## config.mk

```make
export PLATFORM = sky130hd
export DESIGN_NAME = rle_stream_decompress
export DESIGN_NICKNAME = d
export VERILOG_FILES = /design/src/rtl/rle_stream_decompress.sv
export SDC_FILE = /design/constraint.sdc
export NUM_CORES = 1
export LEC_CHECK = 0
export BUFFER_PORTS_ARGS = -buffer_cell sky130_fd_sc_hd__buf_2
export CAP_MARGIN = 30
export CORE_UTILIZATION = 62
export DETAILED_ROUTE_END_ITERATION = 16
export PLACE_DENSITY = 0.85
export SLEW_MARGIN = 20
export SYNTH_ARGS = -nofsm -noshare
export SYNTH_HDL_FRONTEND = slang
export SYNTH_SLANG_ARGS = --single-unit
export TNS_END_PERCENT = 50
```

## constraint.sdc

```tcl
create_clock -name clk -period 8 [get_ports clk]
set_input_delay 0.4 -clock clk [delete_from_list [all_inputs] [get_ports clk]]
set_output_delay 0.4 -clock clk [all_outputs]
set_load 0.05 [all_outputs]
```

## src/rtl/rle_stream_decompress.sv

```systemverilog
// rle_stream_decompress: expands {zero-run, one-run} tokens into packed OUT_W-bit
// words, MSB-first by default. Define RLE_DECOMP_LSB_FIRST_EN to fill from bit 0
// upward instead (flush padding then lands in the high bits).
module rle_stream_decompress #(
    parameter int unsigned OUT_W = 8,
    parameter int unsigned LEN_W = 3,
    parameter int unsigned IDX_W = 32
) (
    input  logic                   clk,
    input  logic                   rst,
    input  logic                   work,
    input  logic                   in_valid,
    output logic                   in_ready,
    input  logic [LEN_W-1:0]       in_zeros,
    input  logic [LEN_W-1:0]       in_ones,
    input  logic                   in_last,
    output logic [OUT_W-1:0]       out_data,
    output logic                   out_valid,
    input  logic                   out_ready,
    output logic                   out_last,
    output logic [IDX_W-1:0]       word_idx,
    output logic [$clog2(OUT_W):0] bit_idx,
    output logic                   done
);

    localparam int unsigned BIT_W = $clog2(OUT_W) + 1;
    localparam int unsigned CNT_W = (LEN_W > BIT_W) ? LEN_W : BIT_W;
    localparam logic [OUT_W:0] ONE_W = (OUT_W + 1)'(1);

    typedef enum logic [2:0] {
        S_IDLE  = 3'd0,
        S_RUN0  = 3'd1,
        S_RUN1  = 3'd2,
        S_PUSH  = 3'd3,
        S_FLUSH = 3'd4
    } state_t;

    state_t            state_q;
    logic [LEN_W-1:0]  rem0_q;
    logic [LEN_W-1:0]  rem1_q;
    logic              last_pend_q;
    logic [OUT_W-1:0]  word_q;
    logic [BIT_W-1:0]  bit_idx_q;
    logic [IDX_W-1:0]  word_idx_q;
    logic              out_valid_q;
    logic              out_last_q;

    logic [LEN_W-1:0]  rem_sel;
    logic [CNT_W-1:0]  rem_ext;
    logic [BIT_W-1:0]  space;
    logic [BIT_W-1:0]  n;
    logic [LEN_W-1:0]  rem_d;
    logic [BIT_W-1:0]  bit_idx_d;
    logic [OUT_W-1:0]  mask_base;
    logic [OUT_W-1:0]  run_mask;

    // Per-cycle run step: chunk size, remaining run, new fill level and bit mask
    always_comb begin
        rem_sel   = (state_q == S_RUN1) ? rem1_q : rem0_q;
        rem_ext   = CNT_W'(rem_sel);
        space     = BIT_W'(OUT_W) - bit_idx_q;
        n         = space;
        if (rem_ext < CNT_W'(space)) begin
            n = BIT_W'(rem_ext);
        end
        rem_d     = LEN_W'(rem_ext - CNT_W'(n));
        bit_idx_d = bit_idx_q + n;
        mask_base = OUT_W'((ONE_W << n) - ONE_W);
`ifdef RLE_DECOMP_LSB_FIRST_EN
        run_mask  = mask_base << bit_idx_q;
`else
        run_mask  = mask_base << (space - n);
`endif
    end

    // Token acceptance, run expansion, word hand-off and flush sequencing
    always_ff @(posedge clk) begin
        if (rst) begin
            state_q     <= S_IDLE;
            rem0_q      <= '0;
            rem1_q      <= '0;
            last_pend_q <= 1'b0;
            word_q      <= '0;
            bit_idx_q   <= '0;
            word_idx_q  <= '0;
            out_valid_q <= 1'b0;
            out_last_q  <= 1'b0;
        end else if (work) begin
            case (state_q)
                S_IDLE: begin
                    if (in_valid) begin
                        rem0_q      <= in_zeros;
                        rem1_q      <= in_ones;
                        last_pend_q <= in_last;
                        if (in_zeros != '0) begin
                            state_q <= S_RUN0;
                        end else if (in_ones != '0) begin
                            state_q <= S_RUN1;
                        end else if (in_last) begin
                            state_q <= S_FLUSH;
                        end else begin
                            state_q <= S_IDLE;
                        end
                    end
                end
                S_RUN0, S_RUN1: begin
                    if (state_q == S_RUN0) begin
                        word_q <= word_q & ~run_mask;
                        rem0_q <= rem_d;
                    end else begin
                        word_q <= word_q | run_mask;
                        rem1_q <= rem_d;
                    end
                    bit_idx_q <= bit_idx_d;
                    if (bit_idx_d == BIT_W'(OUT_W)) begin
                        // Word full: final only if no run bits remain after this chunk
                        state_q     <= S_PUSH;
                        out_valid_q <= 1'b1;
                        out_last_q  <= last_pend_q && (rem_d == '0) &&
                                       ((state_q == S_RUN1) || (rem1_q == '0));
                    end else if ((state_q == S_RUN0) && (rem1_q != '0)) begin
                        state_q <= S_RUN1;
                    end else if (last_pend_q) begin
                        state_q <= S_FLUSH;
                    end else begin
                        state_q <= S_IDLE;
                    end
                end
                S_PUSH: begin
                    if (out_ready) begin
                        word_q      <= '0;
                        bit_idx_q   <= '0;
                        word_idx_q  <= word_idx_q + IDX_W'(1);
                        out_valid_q <= 1'b0;
                        out_last_q  <= 1'b0;
                        if (out_last_q) begin
                            last_pend_q <= 1'b0;
                            state_q     <= S_IDLE;
                        end else if (rem0_q != '0) begin
                            state_q <= S_RUN0;
                        end else if (rem1_q != '0) begin
                            state_q <= S_RUN1;
                        end else if (last_pend_q) begin
                            state_q <= S_FLUSH;
                        end else begin
                            state_q <= S_IDLE;
                        end
                    end
                end
                S_FLUSH: begin
                    // Partial word goes out zero-padded; an empty word just ends the stream
                    if (bit_idx_q != '0) begin
                        state_q     <= S_PUSH;
                        out_valid_q <= 1'b1;
                        out_last_q  <= 1'b1;
                    end else begin
                        last_pend_q <= 1'b0;
                        state_q     <= S_IDLE;
                    end
                end
                default: begin
                    state_q <= S_IDLE;
                end
            endcase
        end
    end

    assign in_ready  = (state_q == S_IDLE) && !rst;
    assign out_data  = word_q;
    assign out_valid = out_valid_q;
    assign out_last  = out_last_q;
    assign word_idx  = word_idx_q;
    assign bit_idx   = bit_idx_q;
    // End-of-stream pulse, raised while the final state retires so it never overlaps in_ready
    assign done      = !rst && work &&
                       (((state_q == S_PUSH) && out_ready && out_last_q) ||
                        ((state_q == S_FLUSH) && (bit_idx_q == '0)));

endmodule

```

# [Yosys cells after proc, flatten, opt, wreduce, memory -nomap -nowiden]
# Cells that the tools add are included.
[classes] n_mux=37 n_addsub=6 reduce_logical=33 n_eq_ne=13 order_cmp=1 shifts=2 bitwise=3
[ops] operator="$mux W3" n=16
[ops] operator="$add A32 B1 Y32 const B" n=1
[ops] operator="$reduce_bool A3 Y1" n=6
[ops] operator="$mux W8" n=2
[ops] operator="$ne A2 B2 Y1 const B" n=8
[ops] operator="$pmux W8 S2" n=1
[ops] operator="$pmux W3 S2" n=2
[ops] operator="$pmux W3 S4" n=1
[ops] operator="$logic_and A1 B1 Y1" n=9
[ops] operator="$logic_not A3 Y1" n=3
[ops] operator="$pmux W1 S3" n=3
[ops] operator="$reduce_and A3 Y1" n=3
[ops] operator="$and A8 B8 Y8" n=1
[ops] operator="$mux W1" n=8
[ops] operator="$mux W4" n=2
[ops] operator="$not A8 Y8" n=1
[ops] operator="$or A8 B8 Y8" n=1
[ops] operator="$pmux W4 S2" n=1
[ops] operator="$reduce_and A4 Y1" n=2
[ops] operator="$shl A1 B4 Y8 const A" n=1
[ops] operator="$shl A8 B4 Y8" n=1
[ops] operator="$sub A8 B1 Y8 const B" n=1
[ops] operator="$eq A3 B2 Y1 const B" n=2
[ops] operator="$reduce_and A6 Y1" n=1
[ops] operator="16 further kinds" n=18
[totals] reg_bits=56 inputBits=12 out_inout_bits=48 word_cells=104

# [Longest topological paths before layout]
# Gate-level depths: netlist of run 1.
[logic_depth] word_depth=11 mapped_depth=20 depth_no_buf=19

# [Least setup slack after synthesis of run 1]
# OpenSTA, ideal clock, no wires.
[synth_path] kind="register to register" from="reg bit_idx_q[0] (netlist: bit_idx[0])" to="reg word_q[7] (netlist: out_data[7])" path_buffers=0 synth_period_minus_slack_ns=4.696 setup_ns=0.139 stages_incl_launch_ff=17 slack_ns=3.304 required_ns=7.861 t_arrival_ns=4.557 cell_sequence="dfxtp_1 -> inv_1 -> ha_1 -> inv_1 -> ha_1 -> nand2b_1 -> a2111o_1 -> and3_1 -> nor2_4 -> inv_1 -> fa_1 -> nand2_1 -> or4_1 -> a31oi_1 -> a311oi_1 -> a2111oi_0 -> o32ai_1"
[synth_between] elab_chain_cells=10 elab_cells_between_ends=12 cone_classes="add/sub (3); order compare (1); shift (2); mux (3); bitwise (3)"
[synth_rtl] item="from (decl)" line="43" text="logic [BIT_W-1:0] bit_idx_q;"
[synth_rtl] item="from (signal assigned)" line="114" text="bit_idx_q <= bit_idx_d;"
[synth_rtl] item="$sub A4 B4 Y4 *" line="61" text="space = BIT_W'(OUT_W) - bit_idx_q;"
[synth_rtl] item="$lt A3 B4 Y1" line="63" text="if (rem_ext < CNT_W'(space)) begin"
[synth_rtl] item="$mux W4" line="63"
[synth_rtl] item="$shl A1 B4 Y8" line="68" text="mask_base = OUT_W'((ONE_W << n) - ONE_W);"
[synth_rtl] item="$sub A8 B1 Y8" line="68"
[synth_rtl] item="$shl A8 B4 Y8 *" line="72" text="run_mask = mask_base << (space - n);"
[synth_rtl] item="$not A8 Y8" line="108" text="word_q <= word_q & ~run_mask;"
[synth_rtl] item="$and A8 B8 Y8" line="108"
[synth_rtl] item="$mux W8 *" line="107" text="if (state_q == S_RUN0) begin"
[synth_rtl] item="$pmux W8 S2 *" line="89" text="case (state_q)"
[synth_rtl] item="to (signal assigned)" line="108"
[synth_rtl] item="to (signal assigned)" line="111" text="word_q <= word_q | run_mask;"
[synth_rtl] item="to (decl)" line="42" text="logic [OUT_W-1:0] word_q;"
# Mark *: on every way between the ends. The rest lies on a longest branch, timed or not.
# A chain may end at the register's enable or synchronous reset.

# [Worst setup path in the final report of run 1]
[layout_path] from="reg state_q[1]" to="reg word_q[7] (netlist: out_data[7])"
[layout_between] elab_chain_cells=11 elab_cells_between_ends=19 cone_classes="add/sub (2); order compare (1); eq/ne (4); shift (2); mux (4); bitwise (3); reduce/logical (3)"
[layout_rtl] item="from (decl)" line="38" text="state_t state_q;"
[layout_rtl] item="from (signal assigned)" line="79" text="state_q <= S_IDLE;"
[layout_rtl] item="from (signal assigned)" line="96" text="state_q <= S_RUN0;"
[layout_rtl] item="from (signal assigned)" line="98" text="state_q <= S_RUN1;"
[layout_rtl] item="$eq A3 B2 Y1" line="59, 89"
[layout_rtl] item="$mux W3" line="59" text="rem_sel = (state_q == S_RUN1) ? rem1_q : rem0_q;"
[layout_rtl] item="$lt A3 B4 Y1" line="63"
[layout_rtl] item="$mux W4" line="63"
[layout_rtl] item="$shl A1 B4 Y8" line="68"
[layout_rtl] item="$sub A8 B1 Y8" line="68"
[layout_rtl] item="$shl A8 B4 Y8" line="72"
[layout_rtl] item="$not A8 Y8" line="108"
[layout_rtl] item="$and A8 B8 Y8" line="108"
[layout_rtl] item="$mux W8" line="107"
[layout_rtl] item="$pmux W8 S2" line="89"
# Parallel ways exist; a longest one is shown, timed or not.

==> out/qor.yml, run 1 <==
pwr:
  irDropWorstVdd_mv: 0.127
  p_leak_nw: 1.64
  p_total_mw: 0.706
  power_density_nw_per_um2: 170
route:
  routed_via_density: 6.32
  drtIter0Drc: 313
  final_antenna_net_count: 0
  first_pass_iters: 6
  routed_wl_mm: 9.53
  drc: 0
  wire_per_inst_um: 15.7
  vias: 3828
timing:
  finalHoldViolations: 0
  finalCriticalPeriod_ps: 5890
  slew_viol_final: 0
  fin_setup_tns_ps: 0
  max_freq_mhz: 170
  period_share: 0.737
  skew_ps: 10.7
  setup_violations: 0
  worstMarginPinSlew_ps: 742
  slew-limit-headroom: 0.504
  rsz0062_at_grt: "no"
synth:
  syn_inst: 486
  synth_flop_cell: "dfxtp_1"
  yosysSeqAreaShare: 0.300
  async_reset_ff_frac: 0
  syn_nets: 513
  synth_cell_type_count: 64
  synth_seq_cells: 56
  syn_area_per_cell_um2: 7.70
  synth.cell_area_um2: 3740
  ys_warn_count: 0
  synth_edf_count: 0
floorplanning:
  die_width_um: 79.7
  core_um2: 5680
  fp-row-count: 27
  fp.dieH_um: 79.7
  initial_core_util: 0.659
  io_pins: 60
  dieArea_um2: 6350
global_route:
  antenna_found_initial: 0
  grt.total_usage: 0.317
  grt_max_degree: 61
  grt.overflow.total: 0
  grt_first_pass_wirelength_mm: 16.0
  grt_pass1_vias: 3492
job:
  cap_violations: 0
finish:
  final_net_count: 560
  layout_commonest_cell: "nor2_1"
  n_fill_cell: 483
  diodes: 0
  layout_common_cells: "71 x nor2_1, 59 x buf_2, 56 x dfxtp_1"
  area_delta_synth_final_pct: 10.9
  drive_gt1_frac: 0.155
clocking:
  numCtsBuffers: 5
  cts_max_level: 2
  cts_tree: "yes"
  cts.reportedPaths.clkPinSlew_ps: 110
  cts_setup_buffers: 0
  clkSinkCount: 56
  clk_root_buffer_cell: "clkbuf_8"
  ctsHoldBuffers: 0
  clk_latency_ps: 320
  cts_buffer_depth: 2
  post_cts_resized: 0
critical_path:
  worstSetupStartpoint: "state_q[1]"
  cp.arrival_ps: 6090
  cp-end-kind: "register"
  worst_ep_required_time_ps: 8200
  start_kind: "register"
  critPathMaxFanout: 23
  crit_type: "reg -> reg"
  worstReg2RegStart: "state_q[1]"
placed_design:
  portBuffers: 59
  place_hpwl_mm: 7.06
  gp_congestion: 0.948
min_path:
  worstHoldStart: "in_ones[1]"
  holdCritPathClass: "in -> reg"
outcome:
  status: "completed"
-- power by group --
group          leakage (nW)  internal [mW]  switching [mW]
clock network        0.0452         0.0643           0.106
logic                  1.14         0.0828           0.161
registers             0.453          0.285         0.00783
total                  1.64          0.432           0.274
-- logic make-up after synthesis --
family | share of synthesized area
mux | 0.0144
flops | 0.300
xor+xnor | 0.0866
fa+ha+maj | 0.0562
buf+inv | 0.0408
simple gates | 0.283
compound gates | 0.220
-- cell usage after synthesis, types with 4 or more instances --
cell type  count  share of area
nor2_1        71          0.071
dfxtp_1       56           0.30
nand2_1       49          0.049
a21oi_1       29          0.039
nand3_1       23          0.031
nor3_1        21          0.028
xor2_1        20          0.047
clkbuf_1      19          0.019
o21ai_0       19          0.025
xnor2_1       17          0.040
inv_1         13          0.013
ha_1          12          0.040
nand2b_1       8          0.013
a31oi_1        7          0.012
nor4_1         7          0.012
nand4_1        6          0.010
a211oi_1       5          0.010
a311oi_1       5          0.012
and2_1         5         0.0084
o22ai_1        5         0.0084
o31ai_1        5          0.010
or3_1          5         0.0084
a21o_1         4         0.0080
a22oi_1        4         0.0080
and3_1         4         0.0067
o211ai_1       4         0.0080
-- area by class of cell --
| cell class | instances | area, um2 | area share |
|---|---|---|---|
| Clock buffer | 5 | 68.8 | 0.0166 |
| Inverter | 16 | 60.1 | 0.0145 |
| Sequential cell | 56 | 1120 | 0.270 |
| Timing Repair Buffer | 62 | 315 | 0.0760 |
| Multi-Input combinational cell | 392 | 2470 | 0.595 |
| Clock inverter | 3 | 25.0 | 0.00603 |
| Tap cell | 72 | 90.1 | 0.0217 |
-- metrics by stage --
step           instances  hold WS, ps  utilization  cell area, um2  worst slack (ps)
2_1_floorplan        486          487            -            3740              3300
3_3_place_gp         597          460        0.714            4050              2510
3_5_place_dp         597          472        0.714            4050              2220
4_1_cts              605          351        0.730            4140              2210
5_1_grt              606          363        0.731            4150              1710
6_report             606          350        0.731            4150              2110
-- state kept, by name, summed over array words and instances, names as in the netlist --
register / count
bit_idx: 4
last_pend_q: 1
out_data: 8
out_last: 1
out_valid: 1
rem0_q: 3
rem1_q: 3
state_q: 3
word_idx: 32
-- metal layers --
layer | part of all wire | track usage
met3 | 0.068 | 0.0366
met4 | 0.016 | 0.0964
met1 | 0.44 | 0.414
met5 | 0 | 0
met2 | 0.47 | 0.542
-- worst max-delay path, stage by stage, from the launching register on --
cell and delay (ps):
dfxtp_1 570, or3b_1 520, mux2i_1 330, inv_1 180, ha_1 260, nand2b_1 220, a2111o_1 490, and3_1 270
nor2_4 260, inv_1 190, fa_1 1030, nand2_1 150, or4_1 420, a31oi_1 180, a311oi_1 90, a2111oi_0 460
o32ai_1 160
-- worst paths after layout --
| kind | end | slack [ps] | cells after the start |
|---|---|---|---|
| worst min-delay path | rem1_q[1] | 350 | 3 |
| worst min register to register | out_data[2] | 490 | 2 |
| worst max register to register | out_data[7] | 2110 | 16 |
| worst max-delay path | out_data[7] | 2110 | 16 |
No activity file was read; power rests on OpenSTA's default activity.
==> run 2, diff against run 1 <==
- CORE_UTILIZATION: 62 -> 52
- PLACE_DENSITY: 0.85 -> 0.76
- clock period: 8 -> 4.85 ns (I/O delays scaled with it)
==> out/qor.yml, run 2 (synthesis results as in run 1) <==
clocking:
  cts_tree: "yes"  # unchanged
  numCtsBuffers: 5  # unchanged
  cts.reportedPaths.clkPinSlew_ps: 100  # was 110 ps
  ctsHoldBuffers: 0  # unchanged
  cts_buffer_depth: 2  # unchanged
  clkSinkCount: 56  # unchanged
  clk_latency_ps: 310  # was 320 ps
  cts_max_level: 2  # unchanged
  clk_root_buffer_cell: "clkbuf_8"  # unchanged
pwr:
  power_density_nw_per_um2: 281  # was 170 nW/um2
  irDropWorstVdd_mv: 0.137  # was 0.127 mV
  p_leak_nw: 1.73  # was 1.64 nW
placed_design:
  gp_congestion: 0.978  # was 0.948
  place_hpwl_mm: 7.32  # was 7.06 mm
  portBuffers: 59  # unchanged
critical_path:
  crit_type: "reg -> reg"  # unchanged
  cp.arrival_ps: 4800  # was 6090 ps
  cpLargestDelayFamily: "simple AND/OR/NAND/NOR gates"  # unchanged
  critPathMaxFanout: 14  # was 23
  worstReg2RegStart: "state_q[2]"  # was state_q[1]
  worstRegToRegCells: 17  # was 16
  crit_top_cell: "a21oi_1"  # was inv_1
  worst_ep_required_time_ps: 5090  # was 8200 ps
  rr_endpoint: "out_data[6]"  # was out_data[7]
  rrSetupSlack_ps: 280  # was 2110 ps
  crit_cells: 17  # was 16
  critical_path.cell_chain: "or3b_1 -> mux2i_2 -> inv_2 -> ha_1 -> nand2b_1 -> a2111o_1 -> and3_4 -> nor2_4 -> inv_1 -> fa_1 -> buf_4 -> or3_1 -> a21oi_1 -> o21ai_0 -> a32oi_1 -> mux2_2 -> a21oi_1"  # was or3b_1 -> mux2i_1 -> inv_1 -> ha_1 -> nand2b_1 -> a2111o_1 -> and3_1 -> nor2_4 -> inv_1 -> fa_1 -> nand2_1 -> or4_1 -> a31oi_1 -> a311oi_1 -> a2111oi_0 -> o32ai_1
  cp.buffers_inverters: 3  # was 2
  start_kind: "register"  # unchanged
  slowest_delay_ps: 510  # was 1030 ps
  cp-end-kind: "register"  # unchanged
  slowest_stage: "a2111o_1"  # was fa_1
min_path:
  worstHoldPathCells: 3  # unchanged
  whs_endpoint: "rem1_q[2]"  # was rem1_q[1]
  holdCritPathClass: "in -> reg"  # unchanged
  worstHoldStart: "in_ones[2]"  # was in_ones[1]
timing:
  skew_ps: 3.13  # was 10.7 ps
  hold-worst-slack_ps: 198  # was 350 ps
  finalCriticalPeriod_ps: 4570  # was 5890 ps
  slew-limit-headroom: 0.483  # was 0.504
  setup_violations: 0  # unchanged
  max_freq_mhz: 219  # was 170 MHz
  period_share: 0.941  # was 0.737
  worstMarginPinSlew_ps: 768  # was 742 ps
  finalHoldViolations: 0  # unchanged
  rsz0062_at_grt: "no"  # unchanged
  fin_setup_tns_ps: 0  # unchanged
  slew_viol_final: 0  # unchanged
floorplanning:
  initial_core_util: 0.545  # was 0.659
  fp.dieH_um: 86.8  # was 79.7 um
  fp-row-count: 30  # was 27
  core_um2: 6870  # was 5680 um2
  die_width_um: 86.8  # was 79.7 um
  io_pins: 60  # unchanged
  dieArea_um2: 7540  # was 6350 um2
global_route:
  grt.overflow.total: 0  # unchanged
  antenna_found_initial: 0  # unchanged
  grt_first_pass_wirelength_mm: 15.9  # was 16.0 mm
  grt_pass1_vias: 3318  # was 3492
  grt_max_degree: 38  # was 61
  grt.total_usage: 0.264  # was 0.317
route:
  wire_per_inst_um: 14.8  # was 15.7 um
  routed_wl_mm: 9.56  # was 9.53 mm
  drtIter0Drc: 197  # was 313
  vias: 3724  # was 3828
  routed_via_density: 5.77  # was 6.32
  first_pass_iters: 5  # was 6
  drc: 0  # unchanged
  final_antenna_net_count: 0  # unchanged
finish:
  largest_register_ffs: 32  # unchanged
  drive_gt1_frac: 0.197  # was 0.155
  layout_common_cells: "70 x nor2_1, 59 x buf_2, 56 x dfxtp_1"  # was 71 x nor2_1, 59 x buf_2, 56 x dfxtp_1
  seq_area_um2: 1120  # unchanged
  area_delta_synth_final_pct: 16.7  # was 10.9%
  final_net_count: 575  # was 560
  n_fill_cell: 651  # was 483
  multiInputGateArea_um2: 2520  # was 2470 um2
  layout_commonest_cell: "nor2_1"  # unchanged
  diodes: 0  # unchanged
job:
  cap_violations: 0  # unchanged
outcome:
  status: "completed"  # unchanged
run 2: what timing repair did:
item / in CTS / in global routing
buffers inserted: 0 / 1
gates resized for setup: 0 / 14
setup endpoints to repair: 0 / 8
run 2: per-layer routing:
layer  track usage  share of wire
met3        0.0257          0.046
met4        0.0697          0.011
met1         0.374           0.47
met5             0              0
met2         0.429           0.47
run 2: worst max path at each step:
stage | start | endpoint | slack [ps]
after floorplan | bit_idx[0] | out_data[7] | 150
after global placement | bit_idx[1] | out_data[5] | 90
final | state_q[2] | out_data[6] | 280
after detailed placement | bit_idx[1] | out_data[5] | 120
after global routing | state_q[2] | out_data[6] | 0.9
after CTS | bit_idx[1] | out_data[5] | 80
run 2: power breakdown:
part | internal [mW] | total [mW] | switching (mW)
logic | 0.161 | 0.440 | 0.279
clock network | 0.156 | 0.308 | 0.152
registers | 0.469 | 0.479 | 0.00985
run 2: metrics by stage:
step | util | area [um2] | worst slack (ps) | std cells | power (mW)
after global placement | 0.610 | 4190 | 85.7 | 636 | 0.903
final | 0.636 | 4370 | 285 | 645 | 1.23
after CTS | 0.627 | 4300 | 83.8 | 644 | 1.21
after global routing | 0.636 | 4370 | 0.919 | 645 | 1.30
after floorplan | - | 3740 | 154 | 486 | 0.799
after detailed placement | 0.610 | 4190 | 121 | 636 | 0.905
run 2: worst reg2reg max path: stages (launching register included):
cell,delay (ps)
dfxtp_1,330
or3b_1,420
mux2i_2,310
inv_2,120
ha_1,240
nand2b_1,200
a2111o_1,510
and3_4,240
nor2_4,100
inv_1,70
fa_1,490
buf_4,200
or3_1,370
a21oi_1,130
o21ai_0,90
a32oi_1,190
mux2_2,350
a21oi_1,130
run 2: final cells by class:
type	instances	area share
sequential	56	0.257
tap	96	0.0275
clock inverter	2	0.00889
multi-input combinational	392	0.578
inverter	16	0.0138
timing repair buffer	77	0.0986
clock buffer	6	0.0166
==> run 3, diff against run 2 <==
- ABC_AREA: default -> 1
==> out/qor.yml, run 3 <==
critical_path:
  crit_type: "reg -> reg"  # unchanged
  rrSetupSlack_ps: 760  # was 280 ps
  worst_ep_required_time_ps: 5100  # was 5090 ps
  start_kind: "register"  # unchanged
  cp-end-kind: "register"  # unchanged
  critPathMaxFanout: 8  # was 14
  cp.arrival_ps: 4330  # was 4800 ps
floorplanning:
  fp.dieH_um: 86.2  # was 86.8 um
  core_um2: 6830  # was 6870 um2
  die_width_um: 86.2  # was 86.8 um
  dieArea_um2: 7430  # was 7540 um2
  initial_core_util: 0.539  # was 0.545
  io_pins: 60  # unchanged
  fp-row-count: 30  # unchanged
timing:
  period_share: 0.842  # was 0.941
  finalCriticalPeriod_ps: 4090  # was 4570 ps
  setup_violations: 0  # unchanged
  slew_viol_final: 0  # unchanged
  hold-worst-slack_ps: 211  # was 198 ps
  skew_ps: 9.71  # was 3.13 ps
  setup_ws_ps: 764  # was 285 ps
  max_freq_mhz: 245  # was 219 MHz
  slew-limit-headroom: 0.498  # was 0.483
  fin_setup_tns_ps: 0  # unchanged
  finalHoldViolations: 0  # unchanged
  rsz0062_at_grt: "no"  # unchanged
  worstMarginPinSlew_ps: 753  # was 768 ps
finish:
  largest_register_ffs: 32  # unchanged
  drive_gt1_frac: 0.166  # was 0.197
  diodes: 0  # unchanged
  layout_commonest_cell: "nand2_1"  # was nor2_1
  layout_common_cells: "121 x nand2_1, 72 x inv_1, 59 x buf_2"  # was 70 x nor2_1, 59 x buf_2, 56 x dfxtp_1
  area_delta_synth_final_pct: 13.1  # was 16.7%
  final_net_count: 640  # was 575
route:
  drtIter0Drc: 130  # was 197
  vias: 3788  # was 3724
  final_antenna_net_count: 0  # unchanged
  first_pass_iters: 4  # was 5
  routed_wl_mm: 8.58  # was 9.56 mm
  routed_via_density: 5.34  # was 5.77
  wire_per_inst_um: 12.1  # was 14.8 um
  drc: 0  # unchanged
clocking:
  clk_root_buffer_cell: "clkbuf_8"  # unchanged
  clkSinkCount: 56  # unchanged
  numCtsBuffers: 5  # unchanged
  cts_max_level: 2  # unchanged
  ctsHoldBuffers: 0  # unchanged
  post_cts_resized: 0  # unchanged
  cts_tree: "yes"  # unchanged
  cts_buffer_depth: 2  # unchanged
  clk_latency_ps: 310  # about the same
  cts.reportedPaths.clkPinSlew_ps: 100  # about the same
  cts_setup_buffers: 0  # unchanged
synth:
  muxShareOfSynthArea: 0  # was 0.0144
  ys_top_cells_by_count: "121 x nand2_1, 72 x inv_1, 56 x dfxtp_1, 54 x nand3_1, 51 x nor2_1"  # was 71 x nor2_1, 56 x dfxtp_1, 49 x nand2_1, 29 x a21oi_1, 23 x nand3_1
  synth_top_family_by_area: "simple AND/OR/NAND/NOR gates"  # unchanged
  synth-compound-area-share: 0.130  # was 0.220
  synth_seq_cells: 56  # unchanged
  ys_warn_count: 0  # unchanged
  synth.cell_area_um2: 3680  # was 3740 um2
  synth-simple-area-share: 0.387  # was 0.283
  synth_flop_cell: "dfxtp_1"  # unchanged
  synthXorXnorAreaFrac: 0.0333  # was 0.0866
  synth_edf_count: 0  # unchanged
  synth_top_area_share: 0.304  # was 0.300
  synth_top_area_cell: "dfxtp_1"  # unchanged
  yosysMostFrequentCell: "nand2_1"  # was nor2_1
  syn_area_per_cell_um2: 6.65  # was 7.70 um2
  synth-adder-area-share: 0.0570  # was 0.0562
  yosysSeqAreaShare: 0.304  # was 0.300
  async_reset_ff_frac: 0  # unchanged
  syn_inst: 554  # was 486
  synth_area_leaders: "dfxtp_1 30%, nand2_1 12%, inv_1 7.3%"  # was dfxtp_1 30%, nor2_1 7.1%, nand2_1 4.9%
  synth_cell_type_count: 45  # was 64
  syn_nets: 581  # was 513
global_route:
  grt.total_usage: 0.241  # was 0.264
  antenna_found_initial: 0  # unchanged
  grt_pass1_vias: 3508  # was 3318
  grt.overflow.total: 0  # unchanged
  grt_max_degree: 41  # was 38
  grt_first_pass_wirelength_mm: 14.7  # was 15.9 mm
placed_design:
  portBuffers: 59  # unchanged
  pre_cts_ws_ps: 776  # was 121 ps
  place_hpwl_mm: 6.70  # was 7.32 mm
  gp_congestion: 0.898  # was 0.978
pwr:
  irDropWorstVdd_mv: 0.160  # was 0.137 mV
  power_density_nw_per_um2: 328  # was 281 nW/um2
  p_leak_nw: 1.87  # was 1.73 nW
job:
  cap_violations: 0  # unchanged
min_path:
  holdCritPathClass: "in -> reg"  # unchanged
outcome:
  status: "completed"  # unchanged
==> run 3: layout make-up <==
type                       instances  area (um2)
clock inverter                     3        27.5
tap                               96         120
sequential                        56        1120
fill                             661        2660
inverter                          79         299
clock buffer                       5        68.8
multi-input combinational        412        2240
timing repair buffer              59         295
==> run 3: logic make-up (layout without fill, tap and decap cells) <==
kind of cell,count (synthesis),count (layout)
fa+ha+maj,15,15
buf+inv,86,146
simple gates,297,297
compound gates,86,86
xor+xnor,14,14
flops,56,56
==> run 3: final timing paths <==
| path | from | cells after the start | to |
|---|---|---|---|
| worst min register to register | out_valid | 2 | out_valid |
| worst min-delay path | in_ones[0] | 3 | rem1_q[0] |
| worst max register to register | bit_idx[1] | 23 | out_last |
| worst max-delay path | bit_idx[1] | 23 | out_last |
==> run 3: worst max-delay path: stages (launching register included) <==
cell and delay [ps]:
dfxtp_1 440, inv_1 90, ha_1 210, xnor2_1 250, inv_1 90, ha_1 280
inv_1 30, nor2_1 120, nand2_2 110, nand2_2 120, nand2_1 60, nand2_1 200
inv_1 140, ha_1 230, fa_1 380, xor2_1 180, nor4_1 290, or2_2 170
inv_1 50, nor3_1 120, o21ai_0 170, a21oi_1 160, a21oi_1 50, nor2_1 90
==> run 3: through the flow <==
| stage | util | cells | cell area, um2 | total power [mW] |
|---|---|---|---|---|
| floorplan | - | 554 | 3680 | 0.982 |
| global placement | 0.596 | 702 | 4070 | 1.09 |
| detailed placement | 0.596 | 702 | 4070 | 1.10 |
| CTS | 0.610 | 710 | 4170 | 1.38 |
| global route | 0.610 | 710 | 4170 | 1.48 |
| finish | 0.610 | 710 | 4170 | 1.37 |
==> run 3: routing by layer <==
metal / routed length (um) / share of wire / global-route usage / vias to the layer above
li1: - / - / - / 1955
met1: 3840 / 0.45 / 0.295 / 1728
met2: 4170 / 0.49 / 0.437 / 96
met3: 478 / 0.056 / 0.0429 / 9
met4: 90 / 0.010 / 0.0606 / 0
met5: 0 / 0 / 0 / -
==> run 3: power by group <==
part	leakage (nW)	internal (mW)	total, mW	switching [mW]
combinational	1.37	0.193	0.606	0.414
sequential	0.453	0.477	0.493	0.0157
clock	0.0463	0.106	0.269	0.163
